[src/rtl/osmanip_mem_pkg.sv]
// Shared definitions for the two-port on-chip RAM arbiter.
package osmanip_mem_pkg;

    localparam int unsigned ADDR_W_DEF = 10;
    localparam int unsigned DATA_W_DEF = 32;

    // Port identifiers as carried in grant history and read tags
    localparam logic PORT0 = 1'b0;
    localparam logic PORT1 = 1'b1;

    // Which port, if any, currently holds the RAM under lock
    typedef enum logic [1:0] {
        LK_NONE = 2'd0,
        LK_P0   = 2'd1,
        LK_P1   = 2'd2
    } lock_state_t;

endpackage

[src/rtl/osmanip_rd_tag_pipe.sv]
// Read-return tag pipe: tracks which port issued each in-flight RAM read.
module osmanip_rd_tag_pipe #(
    parameter int unsigned DEPTH = 1
) (
    input  logic clk,
    input  logic reset_n,
    input  logic in_valid,
    input  logic in_port,
    output logic out_valid,
    output logic out_port
);

    logic [DEPTH-1:0] vld_q;
    logic [DEPTH-1:0] port_q;

    // Shift {valid, port} tags toward the output; reset discards in-flight reads
    always_ff @(posedge clk or negedge reset_n) begin
        if (!reset_n) begin
            vld_q  <= '0;
            port_q <= '0;
        end else begin
            vld_q[0]  <= in_valid;
            port_q[0] <= in_port;
            for (int unsigned i = 1; i < DEPTH; i++) begin
                vld_q[i]  <= vld_q[i-1];
                port_q[i] <= port_q[i-1];
            end
        end
    end

    assign out_valid = vld_q[DEPTH-1];
    assign out_port  = port_q[DEPTH-1];

endmodule

[src/rtl/osmanip_mem_arbiter.sv]
// Two-port Avalon-MM arbiter for the single-port on-chip RAM.
// Port 0 is the HPS lightweight bridge, port 1 the local cube-state engine.
module osmanip_mem_arbiter
    import osmanip_mem_pkg::*;
#(
    parameter int unsigned ADDR_W     = ADDR_W_DEF,
    parameter int unsigned DATA_W     = DATA_W_DEF,
    parameter int unsigned RD_LATENCY = 1,
    parameter int unsigned MAX_LOCK   = 16
) (
    input  logic                clk,
    input  logic                reset_n,
    input  logic [ADDR_W-1:0]   p0_address,
    input  logic [DATA_W/8-1:0] p0_byteenable,
    input  logic                p0_read,
    input  logic                p0_write,
    input  logic [DATA_W-1:0]   p0_writedata,
    input  logic                p0_lock,
    output logic                p0_waitrequest,
    output logic [DATA_W-1:0]   p0_readdata,
    output logic                p0_readdatavalid,
    input  logic [ADDR_W-1:0]   p1_address,
    input  logic [DATA_W/8-1:0] p1_byteenable,
    input  logic                p1_read,
    input  logic                p1_write,
    input  logic [DATA_W-1:0]   p1_writedata,
    input  logic                p1_lock,
    output logic                p1_waitrequest,
    output logic [DATA_W-1:0]   p1_readdata,
    output logic                p1_readdatavalid,
    output logic [ADDR_W-1:0]   mem_address,
    output logic [DATA_W/8-1:0] mem_byteenable,
    output logic                mem_chipselect,
    output logic                mem_write,
    output logic [DATA_W-1:0]   mem_writedata,
    output logic                mem_clken,
    input  logic [DATA_W-1:0]   mem_readdata
);

    localparam int unsigned      BE_W     = DATA_W / 8;
    localparam int unsigned      CNT_W    = $clog2(MAX_LOCK);
    localparam logic [CNT_W-1:0] CNT_LAST = CNT_W'(MAX_LOCK - 1);

    logic              req0;
    logic              req1;
    logic              gnt0;
    logic              gnt1;
    logic              last_grant;
    lock_state_t       lock_state;
    logic [CNT_W-1:0]  lock_cnt;
    logic [CNT_W-1:0]  base_cnt;
    logic              acc_lock;
    logic              other_req;
    logic              force_release;
    logic [ADDR_W-1:0] addr_q;
    logic [BE_W-1:0]   be_q;
    logic [DATA_W-1:0] wdata_q;
    logic              rd_issue;
    logic              tag_valid;
    logic              tag_port;

    assign req0 = p0_read | p0_write;
    assign req1 = p1_read | p1_write;

    // Grant: lock owner keeps the RAM while requesting, otherwise round-robin
    always_comb begin
        gnt0 = 1'b0;
        gnt1 = 1'b0;
        if (lock_state == LK_P0 && req0) begin
            gnt0 = 1'b1;
        end else if (lock_state == LK_P1 && req1) begin
            gnt1 = 1'b1;
        end else if (req0 && req1) begin
            if (last_grant == PORT1) gnt0 = 1'b1;
            else                     gnt1 = 1'b1;
        end else if (req0) begin
            gnt0 = 1'b1;
        end else if (req1) begin
            gnt1 = 1'b1;
        end
    end

    assign p0_waitrequest = req0 & ~gnt0;
    assign p1_waitrequest = req1 & ~gnt1;

    // Lock run length seen by the granted port; a new owner starts counting from zero
    always_comb begin
        acc_lock  = gnt1 ? p1_lock : p0_lock;
        other_req = gnt1 ? req0 : req1;
        base_cnt  = '0;
        if ((gnt0 && lock_state == LK_P0) || (gnt1 && lock_state == LK_P1))
            base_cnt = lock_cnt;
        force_release = (base_cnt == CNT_LAST) && other_req;
    end

    // RAM-side mux; idle cycles replay the last issued fields
    always_comb begin
        mem_address    = addr_q;
        mem_byteenable = be_q;
        mem_writedata  = wdata_q;
        mem_write      = 1'b0;
        if (gnt0) begin
            mem_address    = p0_address;
            mem_byteenable = p0_byteenable;
            mem_writedata  = p0_writedata;
            mem_write      = p0_write;
        end else if (gnt1) begin
            mem_address    = p1_address;
            mem_byteenable = p1_byteenable;
            mem_writedata  = p1_writedata;
            mem_write      = p1_write;
        end
    end

    assign mem_chipselect = gnt0 | gnt1;
    assign mem_clken      = 1'b1;

    // Read+write together on one port performs only the write, so no tag is issued
    assign rd_issue = (gnt0 & p0_read & ~p0_write) | (gnt1 & p1_read & ~p1_write);

    // Grant history, lock owner/run counter and held RAM fields
    always_ff @(posedge clk or negedge reset_n) begin
        if (!reset_n) begin
            last_grant <= PORT1;
            lock_state <= LK_NONE;
            lock_cnt   <= '0;
            addr_q     <= '0;
            be_q       <= '0;
            wdata_q    <= '0;
        end else if (gnt0 || gnt1) begin
            last_grant <= gnt1 ? PORT1 : PORT0;
            addr_q     <= mem_address;
            be_q       <= mem_byteenable;
            wdata_q    <= mem_writedata;
            if (acc_lock && !force_release) begin
                lock_state <= gnt1 ? LK_P1 : LK_P0;
                lock_cnt   <= (base_cnt == CNT_LAST) ? base_cnt : base_cnt + 1'b1;
            end else begin
                lock_state <= LK_NONE;
                lock_cnt   <= '0;
            end
        end else begin
            lock_state <= LK_NONE;
            lock_cnt   <= '0;
        end
    end

    osmanip_rd_tag_pipe #(
        .DEPTH (RD_LATENCY)
    ) u_rd_tag_pipe (
        .clk       (clk),
        .reset_n   (reset_n),
        .in_valid  (rd_issue),
        .in_port   (gnt1),
        .out_valid (tag_valid),
        .out_port  (tag_port)
    );

    assign p0_readdatavalid = tag_valid & (tag_port == PORT0);
    assign p1_readdatavalid = tag_valid & (tag_port == PORT1);
    assign p0_readdata      = mem_readdata;
    assign p1_readdata      = mem_readdata;

endmodule
[config.mk]
export PLATFORM = sky130hd
export DESIGN_NAME = osmanip_mem_arbiter
export DESIGN_NICKNAME = d
export VERILOG_FILES = /design/src/rtl/osmanip_mem_pkg.sv /design/src/rtl/osmanip_rd_tag_pipe.sv /design/src/rtl/osmanip_mem_arbiter.sv
export SDC_FILE = /design/constraint.sdc
export NUM_CORES = 1
export LEC_CHECK = 0
export BUFFER_PORTS_ARGS = -buffer_cell sky130_fd_sc_hd__buf_4
export CORE_AREA = 2 2 97 99
export CTS_CLUSTER_DIAMETER = 120
export DETAILED_ROUTE_END_ITERATION = 6
export DIE_AREA = 0 0 99 101
export GPL_ROUTABILITY_DRIVEN = 1
export GPL_TIMING_DRIVEN = 0
export PLACE_DENSITY = 0.74
export SKIP_LAST_GASP = 1
export SLEW_MARGIN = 25
export SYNTH_ARGS = -nofsm -noshare
export SYNTH_HDL_FRONTEND = slang
export SYNTH_SLANG_ARGS = --single-unit
[constraint.sdc]
create_clock -name clk -period 2.34 [get_ports clk]
set_clock_uncertainty 0.15 [all_clocks]
set_input_delay 0.351 -clock clk [delete_from_list [all_inputs] [get_ports clk]]
set_output_delay 0.351 -clock clk [all_outputs]
set_load 0.1 [all_outputs]
==> run metrics, run 1 <==
synth top area cells=dfrtp_1 (42%), nor2_1 (16%), buf_4 (15%); diode count=0; routability cong.=0.755; asr flop ratio synth=100%; Peak VDD IR=0.749 mV; layout cells sized above 1=69.1%; Syn Nets=502; post-synthesis instance total=369; outcome=finished with violations; worst path arrival time=2030 ps; unrepaired setup endpoints after global routing=true; Routed WL=12.5 mm; Clock Latency Late Sink=310 ps; area of the mapped netlist=3240 µm²; Clock Tree Buf Depth=2; most frequent cell after synthesis=nor2_1; DR pass1 iterations=4; Required @ worst endpoint=1840 ps; Die ar.=10000 µm²; failing checks=setup timing; Fmax=396 MHz; EDFF count, synth=0; cell mode on critical path=buf_12; largest net degree at the start of global routing=56; DRC=0; Commonest cells post-synth=nor2_1 (141), buf_4 (65), dfrtp_1 (54); Initial Util=36.1%; Max transition margin=52.0%; input/output buffers=215; global-route wire length before repair=18.0 mm; Synth cell types=39; CTS sink count=55; Final Power=8.79 mW; Nets=739; CTS root buf=clkbuf_8; initial antenna violation count=0; Synth area leader=dfrtp_1; Area growth syn-to-layout=106%; multi-input logic area=1980 µm²; slowest cell delay on critical path=400 ps; initial drt markers=59; Synth warnings=0; Crit Path Category=flop to output port; Seq cells post-synth=55; Startpoint Class=flop; H-tree levels=2; via/cell ratio=4.95; Seq. cell area=1380 µm²; CP Max Fanout=5; CTS tree=built; Least-Margin Pin Slew=719 ps; Core ar.=8980 µm²; Setup WS post-layout=-187 ps; Mapped Avg Cell Area=8.79 µm²; WHS Path Cells=2; via count of the routed design=3548; Final TNS setup=-5620 ps; Die H=101 µm; min Tclk post-route=2530 ps; Final HPWL DP=7.90 mm; Seq/Total Area, Yosys=42.5%; Tot GR Track Use=22.5%; Synth Flop Type=dfrtp_1; routed length per instance=17.5 µm; final hold violation count=0; Max Transition Viols Final=0; Worst Hold Class=input pin to flop; Synth top area share=41.7%; Tcrit/Tclk final=108%; Detail Route Antenna Nets=0; die boundary width=99 µm; fillers=560; GRT Residual Overflow=0; Power Dens Cells=1320 nW/µm²; CP max stage cell=dfrtp_1; cell count of the worst reg-to-reg path=9; leakage=3.11 nW; maxcap violations=0; fin area=6680 µm²; Clk pin slew, worst setup/hold paths=100 ps; vias in the first global route=3687; crit-path cells=nand2b_4 > a211o_4 > nand2_8 > buf_12 > clkbuf_16 > o22ai_2 > nor2_4 > buf_12; # setup viols final=46; pre-CTS setup slack=-87.6 ps; I/O pins=249; Cell Rows=35; Crit. End Element=output port; CTS buffer count=5; smallest hold slack=136 ps; Area after DPL=5350 µm²
flip-flops by register name, indices dropped and copies added, names as in the netlist:
signal and cells:
addr_q 10, be_q 4, last_grant 1, lock_cnt 4, lock_state 2, u_rd_tag_pipe.out_port 1
u_rd_tag_pipe.out_valid 1, wdata_q 32
power breakdown:
part           leakage [nW]  internal (mW)  switching [mW]
sequential            0.634           1.27           0.123
clock                0.0470          0.234           0.313
combinational          2.43           2.50            4.36
cells by family (layout without fill, tap and decap cells):
kind of cell,after synthesis,count (layout),synth area share (%)
buffers and inverters,81,318,18.9
other,1,1,0.116
AO/OA/AOI/OAI,63,63,16.2
AND/OR/NAND/NOR,167,167,21.6
flip-flops,55,55,42.5
adder cells (fa/ha/maj),1,1,0.386
multiplexers,1,1,0.309
final timing paths:
kind	slack, ps	end	from
setup reg to reg	70	lock_cnt[2]$_DFF_PN0_	lock_state[0]$_DFF_PN0_
hold / removal	140	lock_state[1]$_DFF_PN0_	p1_lock
min in group asynchronous	480	lock_cnt[0]$_DFF_PN0_	reset_n
max in group asynchronous	1060	lock_state[1]$_DFF_PN0_	reset_n
hold reg to reg	360	last_grant$_DFFE_PN1P_	last_grant$_DFFE_PN1P_
setup / recovery	-190	mem_address[6]	lock_state[0]$_DFF_PN0_
worst max-delay path, delay by kind of cell (launching register included):
kind                   cells  cell delay, ps
DFF                        1             400
and+or+nand+nor            3             370
AOI/OAI and AO/OA          2             470
buffers and inverters      3             470
cell usage in the layout (no fill, tap or decap), types with 2 or more instances in the layout:
| cell | n |
|---|---|
| a21oi_1 | 3 |
| a31oi_1 | 2 |
| and2_1 | 3 |
| buf_12 | 54 |
| buf_2 | 2 |
| buf_4 | 240 |
| buf_6 | 3 |
| buf_8 | 2 |
| clkbuf_1 | 3 |
| clkbuf_16 | 3 |
| clkbuf_8 | 6 |
| dfrtp_1 | 53 |
| nand2_1 | 7 |
| nand3b_1 | 2 |
| nor2_1 | 92 |
| nor2_2 | 4 |
| nor2_4 | 46 |
| nor2b_1 | 2 |
| o21ai_0 | 3 |
| o22ai_1 | 2 |
| o22ai_2 | 22 |
| o22ai_4 | 21 |
layout make-up:
| type | count | share of cell area [%] |
|---|---|---|
| Timing Repair Buffer | 231 | 36.4 |
| Buffer | 79 | 9.86 |
| Clock buffer | 6 | 1.24 |
| Sequential cell | 55 | 20.7 |
| Clock inverter | 1 | 0.0750 |
| Tap cell | 111 | 2.08 |
| Inverter | 1 | 0.0562 |
| Multi-Input combinational cell | 233 | 29.7 |
metrics by stage:
stage,util [%],instances
floorplan,-,369
global placement,59.5,695
detailed placement,59.5,695
CTS,72.2,715
global route,74.4,717
finish,74.4,717
per-layer routing:
metal	vias to the layer above	global-route usage [%]	wire [µm]
li1	1642	-	-
met1	1698	25.7	4240
met2	181	41.5	7050
met3	27	4.37	884
met4	0	8.43	350
met5	-	0	0
timing repair:
item / in CTS / in global routing
gates cloned: 3 / 3
hold buffers: 1 / 0
buffers inserted: 9 / 1
gates resized for setup: 195 / 29
pin swaps: 12 / 25
hold endpoints to repair: 54 / 0
endpoints found under the setup margin: 48 / 54
Note: power is estimated with default switching activity, not from simulation.
==> inputs of run 2 (changes only) <==
--- a/config.mk
+++ b/config.mk
@@ -5,11 +5,12 @@
 export SDC_FILE = /design/constraint.sdc
 export NUM_CORES = 1
 export LEC_CHECK = 0
+export ABC_AREA = 1
 export BUFFER_PORTS_ARGS = -buffer_cell sky130_fd_sc_hd__buf_4
-export CORE_AREA = 2 2 97 99
+export CORE_MARGIN = 1
+export CORE_UTILIZATION = 37
 export CTS_CLUSTER_DIAMETER = 120
 export DETAILED_ROUTE_END_ITERATION = 6
-export DIE_AREA = 0 0 99 101
 export GPL_ROUTABILITY_DRIVEN = 1
 export GPL_TIMING_DRIVEN = 0
 export PLACE_DENSITY = 0.74
==> run metrics, run 2 <==
synth top area cells=dfrtp_1 (40%), nand2_1 (16%), buf_4 (14%); EDFF count, synth=0; met3 Resource Use GR=4.65%; Setup WS post-layout=-63.3 ps; Crit Path Category=flop to output port; initial drt markers=85; CP Max Fanout=5; vias in the first global route=3862; global routing usage on met2=46.0%; most frequent cells in the layout=buf_4 (242), nand2_1 (116), dfrtp_1 (53), nand3_1 (50), buf_12 (41); CTS root buf=clkbuf_8; Clk pin slew, worst setup/hold paths=100 ps; Power Dens Cells=1280 nW/µm²; largest net degree at the start of global routing=56; die boundary width=97.9 µm; CTS sink count=55; final hold violation count=0; failing checks=DRC, setup timing; Seq cells post-synth=55; Synth cell types=27; Max transition margin=52.7%; global-route wire length before repair=17.6 mm; initial antenna violation count=0; Synth area leader=dfrtp_1; Seq/Total Area, Yosys=40.5%; Least-Margin Pin Slew=709 ps; Routed WL=11.5 mm; biggest regs=wdata_q (32), addr_q (10); Tcrit/Tclk final=103%; CTS buffer count=5; DR pass1 iterations=7; maxcap violations=0; Fmax=416 MHz; Final Power=8.57 mW; post-synthesis instance total=438; Worst Hold Class=input pin to flop; Nets=809; outcome=finished with violations; commonest non-fill, non-tap cell in the layout=buf_4; Commonest cells post-synth=nand2_1 (144), nand3_1 (96), buf_4 (65); Peak VDD IR=1.01 mV; Startpoint Class=flop; unrepaired setup endpoints after global routing=true; Die H=97.9 µm; Die ar.=9580 µm²; Clock Latency Late Sink=300 ps; Initial Util=38.6%; routability cong.=0.889; Synth top area share=39.7%; area of the mapped netlist=3400 µm²; Synth Flop Type=dfrtp_1; fillers=602; Clock Tree Buf Depth=2; Required @ worst endpoint=1840 ps; via/cell ratio=4.83; diode count=0; # setup viols final=32; via count of the routed design=3795; min Tclk post-route=2400 ps; Detail Route Antenna Nets=0; Cell Rows=34; Tot GR Track Use=22.8%; GRT Residual Overflow=0; leakage=3.57 nW; Synth warnings=0; input/output buffers=215; CTS tree=built; routed length per instance=14.6 µm; H-tree levels=2; gr busiest metal=met2; Mapped Avg Cell Area=7.77 µm²; Max Transition Viols Final=0; asr flop ratio synth=100%; Crit. End Element=output port; smallest hold slack=108 ps; layout cells sized above 1=63.4%; Area growth syn-to-layout=97.2%; worst path arrival time=1900 ps; most frequent cell after synthesis=nand2_1; Reg with most FFs=wdata_q; Core ar.=8810 µm²; Syn Nets=571; max reg flops=32; Final HPWL DP=8.41 mm; I/O pins=249; DRC=19; global routing usage on met1=23.5%
-- run 2: cell count changes in the layout (fill, tap and decap cells not counted), moves of 8 or more --
cell	change
buf_8	+10
nand3_1	+49
inv_2	+9
inv_1	+8
nor2_1	-83
nand3_4	+39
o22ai_2	-22
nor2_4	-44
nand2_1	+109
buf_12	-13
o22ai_4	-20
nand2_4	+15
nand3_2	+8
nand2_2	+27
-- run 2: critical path: stages, from the launching register on --
cell	delay, ps
dfstp_2	540
inv_2	30
nor2_2	100
nand2_2	110
o211ai_4	140
buf_6	190
buf_6	130
inv_4	40
o22ai_4	140
buf_12	190
-- run 2: metal layers --
layer	wire length, µm	up-vias
li1	-	1824
met3	760	15
met4	158	0
met2	6690	159
met5	0	-
met1	3860	1797
-- run 2: kinds of logic (layout without fill, tap and decap cells) --
| family | count (synthesis) | in the layout | share of synthesized area, % |
|---|---|---|---|
| AOI/OAI and AO/OA | 10 | 10 | 2.21 |
| adders and majority gates | 1 | 1 | 0.368 |
| buffers and inverters | 99 | 338 | 19.9 |
| DFF | 55 | 55 | 40.5 |
| other | 1 | 1 | 0.110 |
| and+or+nand+nor | 272 | 272 | 37.0 |
-- run 2: cell type report --
type	count	area, µm²	area share, %
buffer	79	643	9.58
inverter	20	80.1	1.19
sequential	55	1380	20.5
multi-input combinational	284	2010	29.9
tap	108	135	2.01
clock buffer	6	82.6	1.23
timing repair buffer	231	2350	35.0
clock inverter	2	35.0	0.522
-- run 2: where the power goes --
group | internal (mW) | leakage (nW) | switching (mW) | total, mW
Sequential | 1.27 | 0.665 | 0.101 | 1.37
Combinational | 2.26 | 2.84 | 4.28 | 6.53
Clock | 0.347 | 0.0612 | 0.315 | 0.663
Total | 3.87 | 3.57 | 4.69 | 8.57
-- run 2: per-stage QoR --
stage	std cells	setup TNS, ps	worst slack [ps]	instance area [µm²]	util, %
floorplan	438	-48.7	-48.7	3940	-
global placement	761	0	13.3	5690	64.6
detailed placement	761	-5.38	-5.38	5690	64.6
CTS	777	-1830	-96.5	6430	73.1
global route	785	-5990	-164	6710	76.2
finish	785	-936	-63.3	6710	76.2
-- run 2: timing repair --
item / CTS / global route
pin swaps: 6 / 6
setup buffers: 5 / 6
setup endpoints to repair: 49 / 54
hold endpoints to repair: 54 / 0
resized for setup: 139 / 57
cloned: 2 / 2
hold buffers: 1 / 0
-- run 2: final timing paths --
| check | slack (ps) | depth (start not counted) | endpoint | startpoint |
|---|---|---|---|---|
| max | -60 | 9 | mem_write | last_grant$_DFFE_PN1P_ |
| min | 110 | 2 | u_rd_tag_pipe.out_valid$_DFF_PN0_ | p1_write |
| max reg2reg | 220 | 12 | lock_cnt[2]$_DFF_PN0_ | lock_state[1]$_DFF_PN0_ |
| min reg2reg | 360 | 2 | last_grant$_DFFE_PN1P_ | last_grant$_DFFE_PN1P_ |
| max in group asynchronous | 1070 | 2 | lock_state[0]$_DFF_PN0_ | reset_n |
| min in group asynchronous | 480 | 2 | wdata_q[0]$_DFFE_PN0P_ | reset_n |
